File: config.mk
export PLATFORM = sky130hd
export DESIGN_NAME = regfile_sb
export DESIGN_NICKNAME = d
export VERILOG_FILES = /design/src/rtl/regfile_sb.sv
export SDC_FILE = /design/constraint.sdc
export NUM_CORES = 2
export LEC_CHECK = 0
export BUFFER_PORTS_ARGS = -buffer_cell sky130_fd_sc_hd__buf_4
export CAP_MARGIN = 20
export CORE_ASPECT_RATIO = 0.7
export CORE_MARGIN = 2
export CORE_UTILIZATION = 43
export CTS_BUF_LIST = sky130_fd_sc_hd__clkbuf_8 sky130_fd_sc_hd__clkbuf_16
export DETAILED_ROUTE_END_ITERATION = 12
export SLEW_MARGIN = 10
export SYNTH_ARGS = -nofsm -noshare
export SYNTH_HDL_FRONTEND = slang
export SYNTH_SLANG_ARGS = --single-unit
File: constraint.sdc
create_clock -name clk -period 5.8 [get_ports clk]
set_input_delay 0.58 -clock clk [delete_from_list [all_inputs] [get_ports clk]]
set_output_delay 0.58 -clock clk [all_outputs]
set_load 0.01 [all_outputs]
File: src/rtl/regfile_sb.sv
// Multi-read, dual-write register file with a per-entry scoreboard busy bit and a
// self-clearing sweep after reset. Define REGFILE_BYPASS_EN to forward same-cycle writes to reads.
module regfile_sb #(
    parameter int DATA_W = 32,
    parameter int ADDR_W = 5,
    parameter int NUM_RD = 2
) (
    input  logic                       clk,
    input  logic                       reset,
    output logic                       init_done,
    input  logic [NUM_RD*ADDR_W-1:0]   raddr,
    output logic [NUM_RD*DATA_W-1:0]   rdata,
    output logic [NUM_RD-1:0]          rbusy,
    input  logic                       we0,
    input  logic [ADDR_W-1:0]          waddr0,
    input  logic [DATA_W-1:0]          wdata0,
    input  logic                       we1,
    input  logic [ADDR_W-1:0]          waddr1,
    input  logic [DATA_W-1:0]          wdata1,
    input  logic                       sb_set,
    input  logic [ADDR_W-1:0]          sb_addr
);

    localparam int DEPTH = 2 ** ADDR_W;
    localparam logic [ADDR_W-1:0] LAST = ADDR_W'(DEPTH - 1);

    typedef enum logic {
        CLEAR = 1'b0,
        READY = 1'b1
    } state_t;

    state_t               state;
    logic [ADDR_W-1:0]    clr_cnt;
    logic [DATA_W-1:0]    mem [DEPTH];
    logic [DEPTH-1:0]     busy;

    logic                 wr0_ok;
    logic                 wr1_ok;
    logic                 set_ok;

    // Entry 0 is hard-wired to zero, so its writes and scoreboard sets are dropped here.
    assign wr0_ok = we0 && (waddr0 != '0);
    assign wr1_ok = we1 && (waddr1 != '0);
    assign set_ok = sb_set && (sb_addr != '0);

    always_ff @(posedge clk) begin
        if (reset) begin
            state     <= CLEAR;
            clr_cnt   <= '0;
            init_done <= 1'b0;
        end else begin
            case (state)
                CLEAR: begin
                    clr_cnt <= clr_cnt + 1'b1;
                    if (clr_cnt == LAST) begin
                        state     <= READY;
                        init_done <= 1'b1;
                    end
                end
                READY: begin
                    state     <= READY;
                    init_done <= 1'b1;
                end
                default: begin
                    state     <= CLEAR;
                    clr_cnt   <= '0;
                    init_done <= 1'b0;
                end
            endcase
        end
    end

    // Port 1 is written last so it wins a same-address collision; a scoreboard set
    // is applied after both write-clears so a producer issue is never lost.
    always_ff @(posedge clk) begin
        if (!reset) begin
            if (state == CLEAR) begin
                mem[clr_cnt]  <= '0;
                busy[clr_cnt] <= 1'b0;
            end else begin
                if (wr0_ok) begin
                    mem[waddr0]  <= wdata0;
                    busy[waddr0] <= 1'b0;
                end
                if (wr1_ok) begin
                    mem[waddr1]  <= wdata1;
                    busy[waddr1] <= 1'b0;
                end
                if (set_ok) begin
                    busy[sb_addr] <= 1'b1;
                end
            end
        end
    end

    for (genvar k = 0; k < NUM_RD; k++) begin : g_rd
        logic [ADDR_W-1:0] ra;
        logic [DATA_W-1:0] rd;
        logic              rb;

        assign ra = raddr[k*ADDR_W +: ADDR_W];

        always_comb begin
            rd = mem[ra];
            rb = busy[ra];
`ifdef REGFILE_BYPASS_EN
            if (wr1_ok && (waddr1 == ra)) begin
                rd = wdata1;
                rb = set_ok && (sb_addr == ra);
            end else if (wr0_ok && (waddr0 == ra)) begin
                rd = wdata0;
                rb = set_ok && (sb_addr == ra);
            end
`endif
        end

        assign rdata[k*DATA_W +: DATA_W] = (state == READY) ? rd : '0;
        assign rbusy[k]                  = (state == READY) && rb;
    end

endmodule

==> results_dict.tcl <==
set metrics [dict create \
    outcome "finished, final reports clean" \
    ys_ff_latch 1063 \
    layout.nets 5060 \
    worst_ep_required_time_ps 5220 \
    drt_wl_total_mm 232 \
    grt_start_max_net_pins 77 \
    async_flop_share 0 \
    layout-drive-gt1-share 0.242 \
    synth_top_family_by_area "multiplexers" \
    cts_num_sinks 1063 \
    worst_ep_arrival_time_ps 3640 \
    h-tree-depth 3 \
    cp-start-kind "register" \
    dieArea_sq_um 147000 \
    critPathBufInv 2 \
    areaGrowthSynthToFinish_pct 10.2 \
    fin_crit_ps 4220 \
    regArea_sq_um 31900 \
    core_sq_um 143000 \
    grt_first_pass_wirelength_mm 332 \
    worst-path-max-fanout 57 \
    total_power_uw 16700 \
    rows 116 \
    drv_cap 0 \
    multi_input_area_sq_um 27600 \
    crit_type "register to primary output" \
    clkTransAtPathRegs_ps 60 \
    root_buffer "clkbuf_16" \
    syn_area_sq_um 61800 \
    port_buffers 160 \
    vdd_drop_max_mv 0.234 \
    hold_viol_final 0 \
    worstPathCellList "buf_4, o221ai_1, a31oi_1, buf_4" \
    synth_cells 5145 \
    io_pins 161 \
    hp-class "input pin to register" \
    synth.largest_area_cell "edfxtp_1" \
    grt_overflow_total 0 \
    synthAdderAreaFrac 0.00101 \
    ys.warnings.count 0 \
    crit_path_max_incr_delay_ps 770 \
    p_per_area_nw_per_um2 245 \
    fmax_mhz 237 \
    synth.area.mux_share 0.222 \
    synth_edf_count 1056 \
    synth_area_leaders "edfxtp_1 51%, mux4_2 17%, o21ai_0 8.0%" \
    cts_buffer_depth 3 \
    finalSetupViolCount 0 \
    seq_area_frac_synth 0.515 \
    endpoint_kind "primary output" \
    slew_violations 0 \
    drt_iter0_drc 7999 \
    postCtsResizedCells 0 \
    yosys.area_share.simple 0.0833 \
    synth_top_area_frac 0.513 \
    cp_slowest_cell "buf_4" \
    clock_skew_ps 37.6 \
    synth.distinct_cells 62 \
    critPathTopFamily "compound AO/OA/AOI/OAI gates" \
    cts_tree "built" \
    fillers 12555 \
    setup_tns_ps 0 \
    detail_route.wl_per_cell_um 33.4 \
    synth_nets 5244 \
    cts_setup_buffers 0 \
    die_y_um 321 \
    leakagePower_uw 0.0209 \
    synth_compound_area_frac 0.130 \
    drcViolationCount 0 \
    insertion_delay_ps 760 \
    avgViaCountPerCell 6.76 \
    rsz0062_at_grt "false" \
    ys.flop_type "edfxtp_1" \
    grt_usage 0.313 \
    cpMostUsedCell "buf_4" \
    synth-xor-area-share 0.000425 \
    start_util 0.433 \
    die_w_um 457 \
    antenna_found_initial 5 \
    dr_total_vias 46905 \
    post-route-period-util 0.728 \
    cts_hold_buf 0 \
    ant_nets 0 \
    first_pass_iters 6 \
    tightest_slew_ps 1140 \
    cts-buffers-inserted 105 \
    gp_congestion 0.926 \
    grt_pass1_vias 45613 \
    syn_avg_cell_area_sq_um 12.0 \
    dpl.hpwl_mm 142 \
    relSlewSlack 0.242 \
]
## power breakdown
group | internal [uW] | switching [uW]
Sequential | 8390 | 43.2
Clock | 3680 | 3150
Combinational | 524 | 865
## path summary, 6_finish.rpt
kind	from	endpoint	slack, ps	cells past startpoint
setup / recovery	state	rdata[38]	1580	4
hold / removal	reset	clr_cnt[2]	110	2
setup reg to reg	state	mem[5][21]	1750	6
hold reg to reg	init_done	init_done	470	1
## metrics by stage
| stage | cells | instance area [sq um] | util | setup slack, ps | hold WS [ps] |
|---|---|---|---|---|---|
| 5_1_grt | 6936 | 68100 | 0.477 | 1490 | 90.2 |
| 4_1_cts | 6925 | 67900 | 0.476 | 1560 | 75.6 |
| 3_3_place_gp | 6729 | 64500 | 0.452 | 1600 | 446 |
| 6_report | 6937 | 68100 | 0.477 | 1580 | 109 |
| 2_1_floorplan | 5145 | 61800 | - | 1270 | 500 |
| 3_5_place_dp | 6733 | 64700 | 0.453 | 1560 | 465 |
## flip-flops by register name (all words and copies together), names as in the netlist
name,count
busy,32
clr_cnt,5
init_done,1
mem,1024
state,1
## metal layers
metal | track usage | part of all wire | vias up
met2 | 0.454 | 0.43 | 3783
met5 | 0 | 0 | -
met3 | 0.0821 | 0.14 | 551
li1 | - | - | 19303
met1 | 0.444 | 0.38 | 23268
met4 | 0.130 | 0.047 | 0
## Yosys cell counts, drive strengths merged (19+ instances only)
master and n:
edfxtp 1056, nand2 1051, o21ai 1027, mux4 462, clkbuf 407, buf 220, mux2 167, mux2i 140
a22oi 76, nor2 68, a31oi 66, o221ai 66, a221oi 48, inv 44, nor3 35, o21bai 29
o22ai 19
## placed cells by master (no fill, tap or decap), types with 6 or more instances in the layout
cell type	count
buf_12	10
mux2_2	165
a221oi_1	48
nand2_1	1050
clkinv_1	24
o21ai_1	38
o21ai_2	7
mux2i_1	140
nor3_4	24
nand2b_1	7
nand3b_1	9
mux4_2	462
dfxtp_1	6
a32o_1	12
inv_1	74
o21bai_4	29
o2111ai_1	18
a31oi_1	66
nand3_1	16
bufinv_16	7
buf_4	309
a21boi_0	11
o22ai_1	18
nor3_2	6
clkinv_2	14
edfxtp_1	1056
o21ai_0	981
nor2_1	45
nor2b_1	8
nor2_2	19
nor3b_1	6
o221ai_1	66
buf_8	10
clkbuf_16	108
and2_1	6
a22oi_1	76
## cell families (layout without fill, tap and decap cells)
group / Yosys count / in the layout
flops: 1063 / 1063
other cells: 0 / 3
compound gates: 1392 / 1392
mux: 769 / 769
buf+inv: 671 / 572
simple gates: 1242 / 1242
fa+ha+maj: 5 / 5
xor+xnor: 3 / 3
## layout make-up
type	count	share of cell area
diodes	3	0.000110
inverters	44	0.00250
repair buffers	336	0.0416
clock inverters	83	0.00842
well taps	1888	0.0347
clock buffers	109	0.0399
flip-flops and latches	1063	0.468
multi-input cells	3411	0.405
## worst register-to-register path, stage by stage, from the launching register on
cell and delay [ps]:
dfxtp_4 750, nand3b_1 320, a21oi_4 550, buf_4 540
mux2_4 430, o21bai_4 640, buf_4 470
Power figures use the tool's default switching activity.
